===== src/rtl/chrono_pkg.sv =====
// chrono_pkg: shared types and constants for the chrono_ctrl stopwatch.
// The LAP state only exists when CHRONO_LAP_EN is defined.
package chrono_pkg;

   typedef enum logic [1:0] {
      IDLE  = 2'd0,
      RUN   = 2'd1,
      PAUSE = 2'd2
`ifdef CHRONO_LAP_EN
      ,LAP  = 2'd3
`endif
   } state_t;

   typedef logic [3:0] bcd_t;

   typedef struct packed {
      bcd_t min_t;
      bcd_t min_u;
      bcd_t sec_t;
      bcd_t sec_u;
      bcd_t cs_t;
      bcd_t cs_u;
   } disp_t;

   localparam int unsigned CS_MAX  = 99;
   localparam int unsigned SEC_MAX = 59;
   localparam int unsigned MIN_MAX = 59;

   // Increment a tens/units BCD pair that wraps after max_val.
   // Returns {tens, units, carry_out}.
   function automatic logic [8:0] pair_inc(input bcd_t t, input bcd_t u,
                                           input int unsigned max_val);
      bcd_t tn;
      bcd_t un;
      logic co;
      tn = t;
      un = u;
      co = 1'b0;
      if (t == 4'(max_val / 10) && u == 4'(max_val % 10)) begin
         tn = '0;
         un = '0;
         co = 1'b1;
      end else if (u == 4'd9) begin
         un = '0;
         tn = t + 4'd1;
      end else begin
         un = u + 4'd1;
      end
      return {tn, un, co};
   endfunction

   // One centisecond later, with cs -> sec -> min carries.
   function automatic disp_t bcd_inc(input disp_t c);
      disp_t      n;
      logic [8:0] r;
      n = c;
      r = pair_inc(c.cs_t, c.cs_u, CS_MAX);
      n.cs_t = r[8:5];
      n.cs_u = r[4:1];
      if (r[0]) begin
         r = pair_inc(c.sec_t, c.sec_u, SEC_MAX);
         n.sec_t = r[8:5];
         n.sec_u = r[4:1];
         if (r[0]) begin
            r = pair_inc(c.min_t, c.min_u, MIN_MAX);
            n.min_t = r[8:5];
            n.min_u = r[4:1];
         end
      end
      return n;
   endfunction

   // True when the count sits at its ceiling 59:59.99.
   function automatic logic is_full(input disp_t c);
      return c.min_t == 4'(MIN_MAX / 10) && c.min_u == 4'(MIN_MAX % 10) &&
             c.sec_t == 4'(SEC_MAX / 10) && c.sec_u == 4'(SEC_MAX % 10) &&
             c.cs_t  == 4'(CS_MAX / 10)  && c.cs_u  == 4'(CS_MAX % 10);
   endfunction

endpackage


===== src/rtl/chrono_if.sv =====
// chrono_if: control pulses and display/status outputs of chrono_ctrl.
interface chrono_if;
   import chrono_pkg::*;

   logic  start_stop;
   logic  lap;
   logic  clear;
   disp_t disp;
   logic  running;
   logic  lap_active;
   logic  ovf;

   modport master (
      output start_stop, lap, clear,
      input  disp, running, lap_active, ovf
   );

   modport slave (
      input  start_stop, lap, clear,
      output disp, running, lap_active, ovf
   );
endinterface


===== src/rtl/chrono_tick.sv =====
// chrono_tick: prescaler counting 0..TICK_CYCLES-1 while enabled, one-cycle
// tick on wrap; holds its value while disabled.
module chrono_tick #(
   parameter int unsigned TICK_CYCLES = 1000000
) (
   input  logic clk,
   input  logic rst,
   input  logic en,
   input  logic clr,
   output logic tick
);
   logic [31:0] cnt;

   assign tick = en && (cnt == 32'(TICK_CYCLES - 1));

   // Prescaler counter: clear wins, otherwise advance only when enabled
   always_ff @(posedge clk or negedge rst) begin
      if (!rst) begin
         cnt <= '0;
      end else if (clr) begin
         cnt <= '0;
      end else if (en) begin
         cnt <= tick ? '0 : cnt + 32'd1;
      end
   end
endmodule


===== src/rtl/chrono_ctrl.sv =====
// chrono_ctrl: stopwatch controller with a BCD mm:ss.cc count.
// Defining CHRONO_LAP_EN adds the LAP state and lap-freeze register.
module chrono_ctrl
   import chrono_pkg::*;
#(
   parameter int unsigned TICK_CYCLES = 1000000
) (
   input logic     clk,
   input logic     rst,
   chrono_if.slave bus
);
   state_t state;
   state_t state_nx;
   disp_t  count;
   disp_t  count_inc;
   disp_t  disp;
   logic   tick;
   logic   tick_en;
   logic   hit_max;
   logic   running;
   logic   ovf;
`ifdef CHRONO_LAP_EN
   disp_t  lap_reg;
   logic   lap_active;

   assign tick_en = (state == RUN) || (state == LAP);
`else
   logic   unused_lap;

   assign unused_lap = bus.lap;
   assign tick_en    = (state == RUN);
`endif

   assign count_inc = bcd_inc(count);
   assign hit_max   = tick && is_full(count_inc);

   chrono_tick #(.TICK_CYCLES(TICK_CYCLES)) u_tick (
      .clk  (clk),
      .rst  (rst),
      .en   (tick_en),
      .clr  (bus.clear),
      .tick (tick)
   );

   // State register
   always_ff @(posedge clk or negedge rst) begin
      if (!rst) state <= IDLE;
      else      state <= state_nx;
   end

   // Next state: clear > overflow stop > start_stop > lap
   always_comb begin
      state_nx = state;
      if (bus.clear) begin
         state_nx = IDLE;
      end else if (hit_max) begin
         state_nx = PAUSE;
      end else if (bus.start_stop) begin
         case (state)
            IDLE:    state_nx = RUN;
            RUN:     state_nx = PAUSE;
            PAUSE:   if (!ovf) state_nx = RUN;
`ifdef CHRONO_LAP_EN
            LAP:     state_nx = PAUSE;
`endif
            default: state_nx = state;
         endcase
      end
`ifdef CHRONO_LAP_EN
      else if (bus.lap) begin
         if (state == RUN)      state_nx = LAP;
         else if (state == LAP) state_nx = RUN;
      end
`endif
   end

   // Count, sticky overflow and registered display/status
   always_ff @(posedge clk or negedge rst) begin
      if (!rst) begin
         count   <= '0;
         ovf     <= 1'b0;
         disp    <= '0;
         running <= 1'b0;
      end else begin
         if (bus.clear) begin
            count <= '0;
            ovf   <= 1'b0;
         end else if (tick) begin
            count <= count_inc;
            if (hit_max) ovf <= 1'b1;
         end
`ifdef CHRONO_LAP_EN
         disp    <= (state == LAP) ? lap_reg : count;
         running <= (state_nx == RUN) || (state_nx == LAP);
`else
         disp    <= count;
         running <= (state_nx == RUN);
`endif
      end
   end

`ifdef CHRONO_LAP_EN
   // Lap register snapshots the live count on RUN->LAP
   always_ff @(posedge clk or negedge rst) begin
      if (!rst) begin
         lap_reg    <= '0;
         lap_active <= 1'b0;
      end else begin
         if (bus.clear)                           lap_reg <= '0;
         else if (state == RUN && state_nx == LAP) lap_reg <= count;
         lap_active <= (state_nx == LAP);
      end
   end

   assign bus.lap_active = lap_active;
`else
   assign bus.lap_active = 1'b0;
`endif

   assign bus.disp    = disp;
   assign bus.running = running;
   assign bus.ovf     = ovf;
endmodule


===== src/flat_wrapper.sv =====
// flat-port wrapper written by rule: the top's interface ports become plain ports
module chrono_ctrl_flat import chrono_pkg::*;
#(
   parameter int unsigned TICK_CYCLES = 1000000
)
  (clk, rst, bus_start_stop, bus_lap, bus_clear, bus_disp, bus_running, bus_lap_active, bus_ovf);
  chrono_if bus_i ();
  input logic clk;
  input logic rst;
  input wire logic [$bits(bus_i.start_stop)-1:0] bus_start_stop;
  input wire logic [$bits(bus_i.lap)-1:0] bus_lap;
  input wire logic [$bits(bus_i.clear)-1:0] bus_clear;
  output wire logic [$bits(bus_i.disp)-1:0] bus_disp;
  output wire logic [$bits(bus_i.running)-1:0] bus_running;
  output wire logic [$bits(bus_i.lap_active)-1:0] bus_lap_active;
  output wire logic [$bits(bus_i.ovf)-1:0] bus_ovf;
  assign bus_i.start_stop = bus_start_stop;
  assign bus_i.lap = bus_lap;
  assign bus_i.clear = bus_clear;
  assign bus_disp = bus_i.disp;
  assign bus_running = bus_i.running;
  assign bus_lap_active = bus_i.lap_active;
  assign bus_ovf = bus_i.ovf;
  chrono_ctrl #(.TICK_CYCLES(TICK_CYCLES)) u_core (.clk(clk), .rst(rst), .bus(bus_i));
endmodule

===== config.mk =====
export PLATFORM = sky130hd
export DESIGN_NAME = chrono_ctrl_flat
export DESIGN_NICKNAME = d
export VERILOG_FILES = /design/src/rtl/chrono_pkg.sv /design/src/rtl/chrono_if.sv /design/src/rtl/chrono_tick.sv /design/src/rtl/chrono_ctrl.sv /design/src/flat_wrapper.sv
export SDC_FILE = /design/constraint.sdc
export NUM_CORES = 1
export LEC_CHECK = 0
export CORE_MARGIN = 1.5
export CORE_UTILIZATION = 45
export CTS_CLUSTER_DIAMETER = 40
export CTS_CLUSTER_SIZE = 12
export DETAILED_ROUTE_END_ITERATION = 8
export PLACE_DENSITY = 0.64
export REMOVE_ABC_BUFFERS = 1
export SLEW_MARGIN = 0
export SYNTH_ARGS = -nofsm -noshare
export SYNTH_HDL_FRONTEND = slang
export SYNTH_SLANG_ARGS = --single-unit

===== constraint.sdc =====
create_clock -name clk -period 2.9 [get_ports clk]
set_input_delay 0.58 -clock clk [delete_from_list [all_inputs] [get_ports clk]]
set_output_delay 0.58 -clock clk [all_outputs]
set_load 0.05 [all_outputs]

; After elaboration in Yosys (flattened, before gate mapping)
; Index checks and enable logic that the tools add are counted.
[word_totals]
reg_bits = 84
latchBits = 0
ram_bits = 0
romBits = 0
inputBits = 5
out_inout_bits = 27
wordCells = 84
mem_count = 0
[op_classes]
add_sub_neg = 7
multipliers = 0
n_div = 0
order_cmp = 0
eq_ne = 16
n_shift = 0
muxes = 30
n_bitwise = 0
reduce_logical = 15
[op_table]
columns = operator, count
row1 = 32-bit 2-to-1 mux, 3
row2 = 24-bit 2-to-1 mux, 2
row3 = 4-bit 2-to-1 mux, 12
row4 = "32-bit by 1-bit adder with 32-bit output, second input constant", 1
row5 = "32-bit by 20-bit == test with 1-bit output, second input constant", 1
row6 = "4-bit == test, second input constant", 8
row7 = "4-bit by 1-bit adder with 4-bit output, second input constant", 6
row8 = "4-bit by 3-bit == test with 1-bit output, second input constant", 4
row9 = 16-bit 2-to-1 mux, 1
row10 = 1-bit logical AND, 10
row11 = 2-bit 2-to-1 mux, 4
row12 = 8-bit 2-to-1 mux, 1
row13 = 1-bit 2-to-1 mux, 6
row14 = 2-bit case mux with 3 select lines, 1
row15 = 2-bit nonzero test, 3
row16 = "2-bit by 1-bit == test with 1-bit output, second input constant", 2
row17 = "2-bit == test, second input constant", 1
row18 = 2-bit zero test, 1
row19 = 2-bit AND reduction, 1

; Depth between registers and ports, before layout
; Gate-level depths: netlist (run 1).
[depth]
depth_word = 16
depth_mapped = 10
depth_no_buf = 8

; Hierarchy
; From an unflattened synthesis (run 1), not the netlist that was laid out.
[unflattened]
cells_unflattened = 447
hier_area_um2 = 4357.9
[by_module_without_submodules]
columns = mod, instances, cells_per_inst, area_per_inst_um2, seq_area_each_um2
row1 = chrono_ctrl, 1, 245, 2499.9, 1301.2
row2 = chrono_tick, 1, 202, 1858.0, 800.8

; Worst setup path after synthesis (run 1)
; Ideal clock, no wire load.
[synth_path]
path_kind = reg2reg
start = reg u_core.count[8] in the netlist's numbering
end = reg u_core.state[0]
setup_time_ns = 0.147
arrival_time_ns = 2.223
t_required_ns = 2.753
slack_ns = 0.531
stages_incl_launch_ff = 9
n_path_buf = 1
period_less_slack_ns = 2.369
cell_sequence = dfrtp_1 -> ha_1 -> and3b_1 -> clkbuf_1 -> nand4_1 -> or4b_1 -> a32o_1 -> nor4_4 -> a2111oi_0
[synth_between]
elab_chain_len = 15
word_cells_on_any_way = 23
cone_classes = add/sub (1) / eq/ne (5) / mux (10) / reduce/logical (7)
[synth_lines]
columns = item, line_no
row1 = start: declaration, chrono_ctrl.sv:14  ; disp_t count;
row2 = start signal: assignment, chrono_ctrl.sv:89  ; count <= count_inc;
row3 = 4-bit == test, "chrono_pkg.sv:39, chrono_pkg.sv:43"
row4 = 1-bit logical AND, chrono_pkg.sv:39  ; if (t == 4'(max_val / 10) && u == 4'(max_val % 10)) begin
row5 = 1-bit 2-to-1 mux, chrono_pkg.sv:39
row6 = 1-bit 2-to-1 mux, chrono_pkg.sv:60  ; if (r[0]) begin
row7 = 8-bit 2-to-1 mux, chrono_pkg.sv:64  ; if (r[0]) begin
row8 = 16-bit 2-to-1 mux (*), chrono_pkg.sv:60
row9 = 4-bit by 3-bit == test with 1-bit output or 4-bit == test (tied branches), chrono_pkg.sv:75  ; return c.min_t == 4'(MIN_MAX / 10) && c.min_u == 4'(MIN_MAX % 10) &&
row10 = 1-bit logical AND (2 in series), chrono_pkg.sv:75
row11 = 1-bit logical AND (*) (2 in series), chrono_pkg.sv:76  ; c.sec_t == 4'(SEC_MAX / 10) && c.sec_u == 4'(SEC_MAX % 10) &&
row12 = 1-bit logical AND (*), chrono_pkg.sv:77  ; c.cs_t == 4'(CS_MAX / 10) && c.cs_u == 4'(CS_MAX % 10);
row13 = 1-bit logical AND (*), chrono_ctrl.sv:35  ; assign hit_max = tick && is_full(count_inc);
row14 = 2-bit 2-to-1 mux (*), chrono_ctrl.sv:56  ; end else if (hit_max) begin
row15 = 2-bit 2-to-1 mux (*), chrono_ctrl.sv:54  ; if (bus.clear) begin
row16 = net u_core.state_nx[0], chrono_ctrl.sv:13  ; state_t state_nx;
row17 = end signal: assignment, chrono_ctrl.sv:48  ; else state <= state_nx;
row18 = end: declaration, chrono_ctrl.sv:12  ; state_t state;
; The timed path passes the listed nets; every way through them passes the cells marked *. The select of a mux whose other input is x is not followed.
; A chain may end at the register's enable or synchronous reset.

; Worst setup path in the final report (run 1)
; Ends and elaborated chain as after synthesis.

==> results by group, run 1 <==
Routing
  – Routed Antenna Nets: 0
  – WL final: 8120 um
  – Vias per std cell: 5.50
  – Initial DRC count: 183
  – DRC Markers: 3
  – DR vias: 3094
  – DRT Pass-1 Iters: 9
  – Routed WL per cell: 14.4 um

Synthesis
  – Area contributors post-synth: dfrtp_1 (51%), nor2_1 (5.7%), xor2_1 (5.5%)
  – Post-Synth Adder-Cell Area: 0.0334
  – Most frequent cell after synthesis: dfrtp_1
  – XOR/XNOR Fraction of Synth Area: 0.0702
  – Yosys reg bits: 84
  – Simple logic cell fraction of the synthesized area: 0.257
  – Post-synth top cells: dfrtp_1 (84), nor2_1 (62), nand2_1 (31)
  – Seq/Total Area, Yosys: 0.511
  – Synth unique cells: 50
  – Yosys warns: 0
  – Synth Area in Compound Gates: 0.0833
  – Post-synthesis mux area share: 0.0170
  – Syn Inst Count: 416
  – Largest family of logic cells by synthesized area: simple AND/OR/NAND/NOR gates
  – Syn Area/Cell: 9.90 um2
  – Post-synth top flop: dfrtp_1
  – Cell Area, Synth: 4120 um2
  – Area leader, netlist: dfrtp_1
  – EDFF count, synth: 0
  – Fraction of registers with async set/reset: 1.00
  – Post-synth top area share: 0.511

Final layout
  – Ant. Diodes: 0
  – Cell Count, Final, Fillers Out: 563
  – Final Cell Area: 4720 um2
  – Syn-to-layout area delta: 14.7%
  – Final net count: 466
  – Multi-input gate area: 1900 um2
  – Fillcell total: 797
  – Share of cells above drive strength 1: 0.0659
  – FF+latch area: 2100 um2

Setup path
  – Nature of the critical path startpoint: flip-flop
  – Crit path max fanout: 9
  – Critical Path RT: 3120 ps
  – CP endpoint kind: flip-flop
  – Critical R2R Launch: u_core.count[8]$_DFFE_PN0P_
  – Setup crit start: u_core.count[8]$_DFFE_PN0P_
  – Critical Path AT: 2750 ps
  – Crit Path Class: flip-flop to flip-flop

Clocking
  – CTS max path bufs: 2
  – H-tree levels: 3
  – Clock Latency Late Sink: 360 ps
  – Resized cells post-CTS: 0
  – Clock-pin slew on the worst setup and hold paths: 90 ps
  – CTS Buf Count: 9
  – CTS Sinks: 84
  – Root Buffer: clkbuf_8
  – CTS tree: yes
  – Post-CTS Setup Inserts: 0
  – Hold Buf Count CTS: 0

GRT
  – Number of global-route vias before repair: 2917
  – Largest net degree at the start of global routing: 85
  – Total GRT Usage: 0.182
  – Initial antenna violation count: 0
  – First-pass GRT wire length: 14100 um
  – Total congestion overflow: 0

Hold path
  – Tightest Hold Check Type: primary input to async pin

Placed design
  – Post-Place Setup Slack: 332 ps
  – Instance area after placement: 4540 um2
  – Placed insts: 547
  – Placer congestion estimate: 0.864
  – Detailed placement HPWL: 5480 um
  – Number of port buffers: 29

Flow run
  – Max-cap violation count: 0

Pwr
  – LEAKAGE: 0.00199 uW
  – P per Cell Area: 426 nW/um2
  – Worst vdd ir: 0.211 mV

STA
  – Max Fclk: 0.395 GHz
  – Max-slew violations: 0
  – Worst slew margin: 0.318
  – Final setup fails: 0
  – RSZ-0062 raised after global routing: no
  – Final worst setup slack: 371 ps
  – Endpoints failing hold: 0
  – Worst-Margin Slew: 1020 ps
  – Crit share post-route: 0.872
  – Period minus WS final: 2530 ps
  – Worst clock skew: 10.4 ps
  – Setup Total Neg Slack: 0 ps

Status
  – Violated checks: design-rule violations
  – Status: finished, violations left

Floorplanning
  – Initial Utilization: 0.467
  – Core area: 8810 um2
  – Cell Rows: 34
  – Die Footprint: 9730 um2
  – Die X-Extent: 98.6 um
  – Die height: 98.6 um
  – I/O pins: 32
==> worst max-delay path, cell delays in order, from the launching register on <==
cell	delay (ps)
dfrtp_1	490
ha_1	210
and3b_1	250
nand4_1	160
or4b_1	550
a32o_1	270
nor4_4	350
a2111oi_0	120
==> flip-flops by register name, indices dropped and copies added, names as in the netlist <==
register            cells
u_core.state            2
u_core.count           24
u_core.u_tick.cnt      32
u_core.bus.running      1
u_core.bus.ovf          1
u_core.bus.disp        24
==> routing by layer <==
layer  vias to the layer above  global-route usage  part of all wire
li1                       1538                   -                 -
met1                      1494               0.245              0.47
met2                        51               0.289              0.47
met3                        11              0.0404             0.034
met4                         0              0.0703             0.020
met5                         -                   0                 0
==> where the power goes <==
group / internal, uW / switching [uW]
clock: 333 / 430
combinational: 13.2 / 54.1
sequential: 1170 / 4.13
total: 1520 / 488
==> cell families (layout without fill, tap and decap cells) <==
family / Yosys count / after routing
AO/OA/AOI/OAI: 55 / 55
adder cells (fa/ha/maj): 11 / 11
AND/OR/NAND/NOR: 198 / 198
multiplexers: 7 / 7
other: 1 / 1
buffers and inverters: 27 / 66
flip-flops: 84 / 84
XOR/XNOR: 33 / 33
==> cell type report <==
| cell class | count | area share |
|---|---|---|
| sequential | 84 | 0.445 |
| timing repair buffer | 39 | 0.0769 |
| clock inverter | 6 | 0.00848 |
| inverter | 11 | 0.00875 |
| multi-input combinational | 305 | 0.403 |
| tap | 108 | 0.0286 |
| clock buffer | 10 | 0.0292 |
==> final timing paths <==
| path | slack, ps | cells past startpoint | end |
|---|---|---|---|
| worst max-delay path | 370 | 7 | u_core.state[0]$_DFF_PN0_ |
| worst min-delay path | 400 | 1 | u_core.bus.disp[7]$_DFF_PN0_ |
| worst max register to register | 370 | 7 | u_core.state[0]$_DFF_PN0_ |
| worst min register to register | 460 | 0 | u_core.bus.disp[15]$_DFF_PN0_ |
| max in group asynchronous | 1840 | 1 | u_core.u_tick.cnt[17]$_DFFE_PN0P_ |
| min in group clk | 460 | 0 | u_core.bus.disp[15]$_DFF_PN0_ |
==> layout by cell type (no fill, tap or decap), drive strengths merged, types with 10 or more instances in the layout <==
master | Yosys | final
a21oi | 19 | 19
buf | 5 | 11
clkbuf | 11 | 10
clkdlybuf4s50 | 0 | 28
dfrtp | 84 | 84
ha | 11 | 11
inv | 11 | 11
nand2 | 31 | 31
nand3 | 22 | 22
nand4 | 13 | 13
nor2 | 62 | 62
nor3 | 10 | 10
o21ai | 14 | 14
or3 | 13 | 13
xor2 | 26 | 26
==> stage by stage <==
stage	hold slack (ps)	total power [uW]	util
finish	396	2010	0.536
global route	480	2090	0.536
CTS	443	2030	0.536
detailed placement	437	1270	0.516
global placement	443	1270	0.516
floorplan	284	1230	-
Power figures use the tool's default switching activity.
==> inputs of run 2 (changes only) <==
- GPL_TIMING_DRIVEN: default -> 0
- clock period: 2.9 -> 2.61 ns (I/O delays scaled with it)
==> run 2 against run 1 <==
Net effect:
- the run still ends with design-rule violations left
- global-route usage shrank 0.34 points
- highest routed layer unchanged
- clock-buffer cell count grew 1
- critical path type unchanged
- largest power group unchanged
- sequential power grew 11%
- largest cell class unchanged
- critical endpoint unchanged
- core utilization grew 1.0 points
- via count grew 2.4%
- sequential share of layout area shrank 0.72 points
- non-clock buffer count grew 3
==> results by group, run 2 (synthesis gave the netlist of run 1 again) <==
Status
  – Status: finished, violations left (unchanged)
  – Violated checks: design-rule violations (unchanged)

GRT
  – Largest net degree at the start of global routing: 44 (was 85)
  – First-pass GRT wire length: 14000 um (was 14100 um)
  – GRT Max-Usage Layer: met2 (unchanged)
  – GRT met3 Usage: 0.0376 (was 0.0404)
  – Initial antenna violation count: 0 (unchanged)
  – Routing usage on met1: 0.240 (was 0.245)
  – Met2 Use GR: 0.291 (was 0.289)
  – Total GRT Usage: 0.179 (was 0.182)
  – Total congestion overflow: 0 (unchanged)
  – Number of global-route vias before repair: 2973 (was 2917)

Routing
  – DR vias: 3169 (was 3094)
  – DRC Markers: 3 (unchanged)
  – Initial DRC count: 188 (was 183)
  – Routed WL per cell: 14.5 um (was 14.4 um)
  – WL final: 8180 um (was 8120 um)
  – Vias per std cell: 5.61 (was 5.50)
  – DRT Pass-1 Iters: 7 (was 9)
  – Routed Antenna Nets: 0 (unchanged)

Final layout
  – Max reg flops: 32 (unchanged)
  – Top flop regs: u_core.u_tick.cnt (32), u_core.bus.disp (24), u_core.count (24) (unchanged)
  – Cell Count, Final, Fillers Out: 565 (was 563)
  – Commonest non-fill, non-tap cells in the layout: dfrtp_1 (79), nor2_1 (62), nand2_1 (30), clkdlybuf4s50_1 (27), xor2_1 (26) (was dfrtp_1 (84), nor2_1 (62), nand2_1 (31), clkdlybuf4s50_1 (28), xor2_1 (26))
  – Commonest non-fill, non-tap cell in the layout: dfrtp_1 (unchanged)
  – Most flop-heavy register: u_core.u_tick.cnt (unchanged)
  – Syn-to-layout area delta: 16.9% (was 14.7%)
  – Fillcell total: 774 (was 797)
  – Share of cells above drive strength 1: 0.112 (was 0.0659)
  – Ant. Diodes: 0 (unchanged)
  – Final net count: 469 (was 466)
  – Final Cell Area: 4810 um2 (was 4720 um2)

Hold path
  – Tightest Hold Check Type: primary input to async pin (unchanged)

Setup path
  – Nature of the critical path startpoint: flip-flop (unchanged)
  – Crit Path Class: flip-flop to flip-flop (unchanged)
  – Critical Path RT: 2840 ps (was 3120 ps)
  – Reg2Reg Setup Slack: 120 ps (was 370 ps)
  – Crit path max fanout: 7 (was 9)
  – CP endpoint kind: flip-flop (unchanged)
  – Critical Path AT: 2710 ps (was 2750 ps)

Clocking
  – CTS tree: yes (unchanged)
  – H-tree levels: 3 (unchanged)
  – CTS Buf Count: 9 (unchanged)
  – CTS max path bufs: 2 (unchanged)
  – CTS Sinks: 84 (unchanged)
  – Hold Buf Count CTS: 0 (unchanged)
  – Clock-pin slew on the worst setup and hold paths: 80 ps (was 90 ps)
  – Clock Latency Late Sink: 360 ps (about the same)
  – Root Buffer: clkbuf_8 (unchanged)

STA
  – Crit share post-route: 0.954 (was 0.872)
  – WHS: 138 ps (was 396 ps)
  – Setup Total Neg Slack: 0 ps (unchanged)
  – Worst clock skew: 12.6 ps (was 10.4 ps)
  – Endpoints failing hold: 0 (unchanged)
  – RSZ-0062 raised after global routing: yes (was no)
  – Max-slew violations: 0 (unchanged)
  – Worst slew margin: 0.538 (was 0.318)
  – Period minus WS final: 2490 ps (was 2530 ps)
  – Worst-Margin Slew: 690 ps (was 1020 ps)
  – Max Fclk: 0.402 GHz (was 0.395 GHz)
  – Final setup fails: 0 (unchanged)

Floorplanning
  – Die Footprint: 9730 um2 (unchanged)
  – Die height: 98.6 um (unchanged)
  – Cell Rows: 34 (unchanged)
  – I/O pins: 32 (unchanged)
  – Initial Utilization: 0.467 (unchanged)
  – Core area: 8810 um2 (unchanged)
  – Die X-Extent: 98.6 um (unchanged)

Pwr
  – Worst vdd ir: 0.249 mV (was 0.211 mV)
  – P per Cell Area: 464 nW/um2 (was 426 nW/um2)
  – Total power draw: 2230 uW (was 2010 uW)
  – LEAKAGE: 0.00202 uW (was 0.00199 uW)

Placed design
  – Placer congestion estimate: 0.873 (was 0.864)
  – Number of port buffers: 29 (unchanged)
  – Placed insts: 538 (was 547)
  – Instance area after placement: 4490 um2 (was 4540 um2)
  – Detailed placement HPWL: 5420 um (was 5480 um)

Flow run
  – Max-cap violation count: 0 (unchanged)
==> run 2: changes by cell type in the layout (fill, tap and decap cells not counted), moves of 2 or more <==
cell	change
and3b_1	-3
dfrtp_2	+5
clkinv_4	-2
dfrtp_1	-5
buf_4	+2
and3b_2	+3
a2111oi_0	-2
==> run 2: where the power goes <==
part | switching, uW | internal, uW | leakage [uW] | total (uW)
clock | 457 | 389 | 0.0000872 | 846
combinational | 60.7 | 16.2 | 0.000770 | 76.8
sequential | 4.18 | 1310 | 0.00116 | 1310
==> run 2: cell type report <==
cell class | count | area [um2] | share of cell area
clock inverters | 4 | 25.0 | 0.00520
clock buffers | 11 | 151 | 0.0315
flip-flops and latches | 84 | 2110 | 0.438
multi-input cells | 305 | 1960 | 0.406
repair buffers | 42 | 395 | 0.0822
inverters | 11 | 41.3 | 0.00858
well taps | 108 | 135 | 0.0281
==> run 2: repair_timing <==
action | 4_1_cts | 5_1_grt
resized for setup | 12 | 17
buffers inserted | 3 | 9
pin swaps | 3 | 3
endpoints found under the setup margin | 50 | 9
==> run 2: through the flow <==
| step | worst slack (ps) | utilization |
|---|---|---|
| after floorplan | -15.6 | - |
| after global placement | -1960 | 0.508 |
| after detailed placement | -1300 | 0.510 |
| after CTS | 43.8 | 0.535 |
| after global routing | -18.0 | 0.546 |
| final | 121 | 0.546 |
==> run 2: worst max-delay path, stage by stage, from the launching register on <==
cell and delay, ps:
dfrtp_2 430, inv_1 60, ha_1 170, and3b_2 270
nand4_1 160, or4b_4 510, a32o_2 280, nor4_4 380
a2111oi_1 100
==> run 2: final timing paths <==
check | from | to | cells past startpoint
max | u_core.count[5]$_DFFE_PN0P_ | u_core.state[0]$_DFF_PN0_ | 8
max reg2reg | u_core.count[5]$_DFFE_PN0P_ | u_core.state[0]$_DFF_PN0_ | 8
min reg2reg | u_core.count[5]$_DFFE_PN0P_ | u_core.bus.disp[5]$_DFF_PN0_ | 0
min in group clk | u_core.count[5]$_DFFE_PN0P_ | u_core.bus.disp[5]$_DFF_PN0_ | 0
max in group asynchronous | rst | u_core.count[13]$_DFFE_PN0P_ | 2
min | rst | u_core.bus.disp[7]$_DFF_PN0_ | 1
==> run 2: metal layers <==
metal | vias up | share of wire
met5 | - | 0
met4 | 0 | 0.015
met3 | 14 | 0.036
met2 | 72 | 0.47
met1 | 1539 | 0.48
li1 | 1544 | -
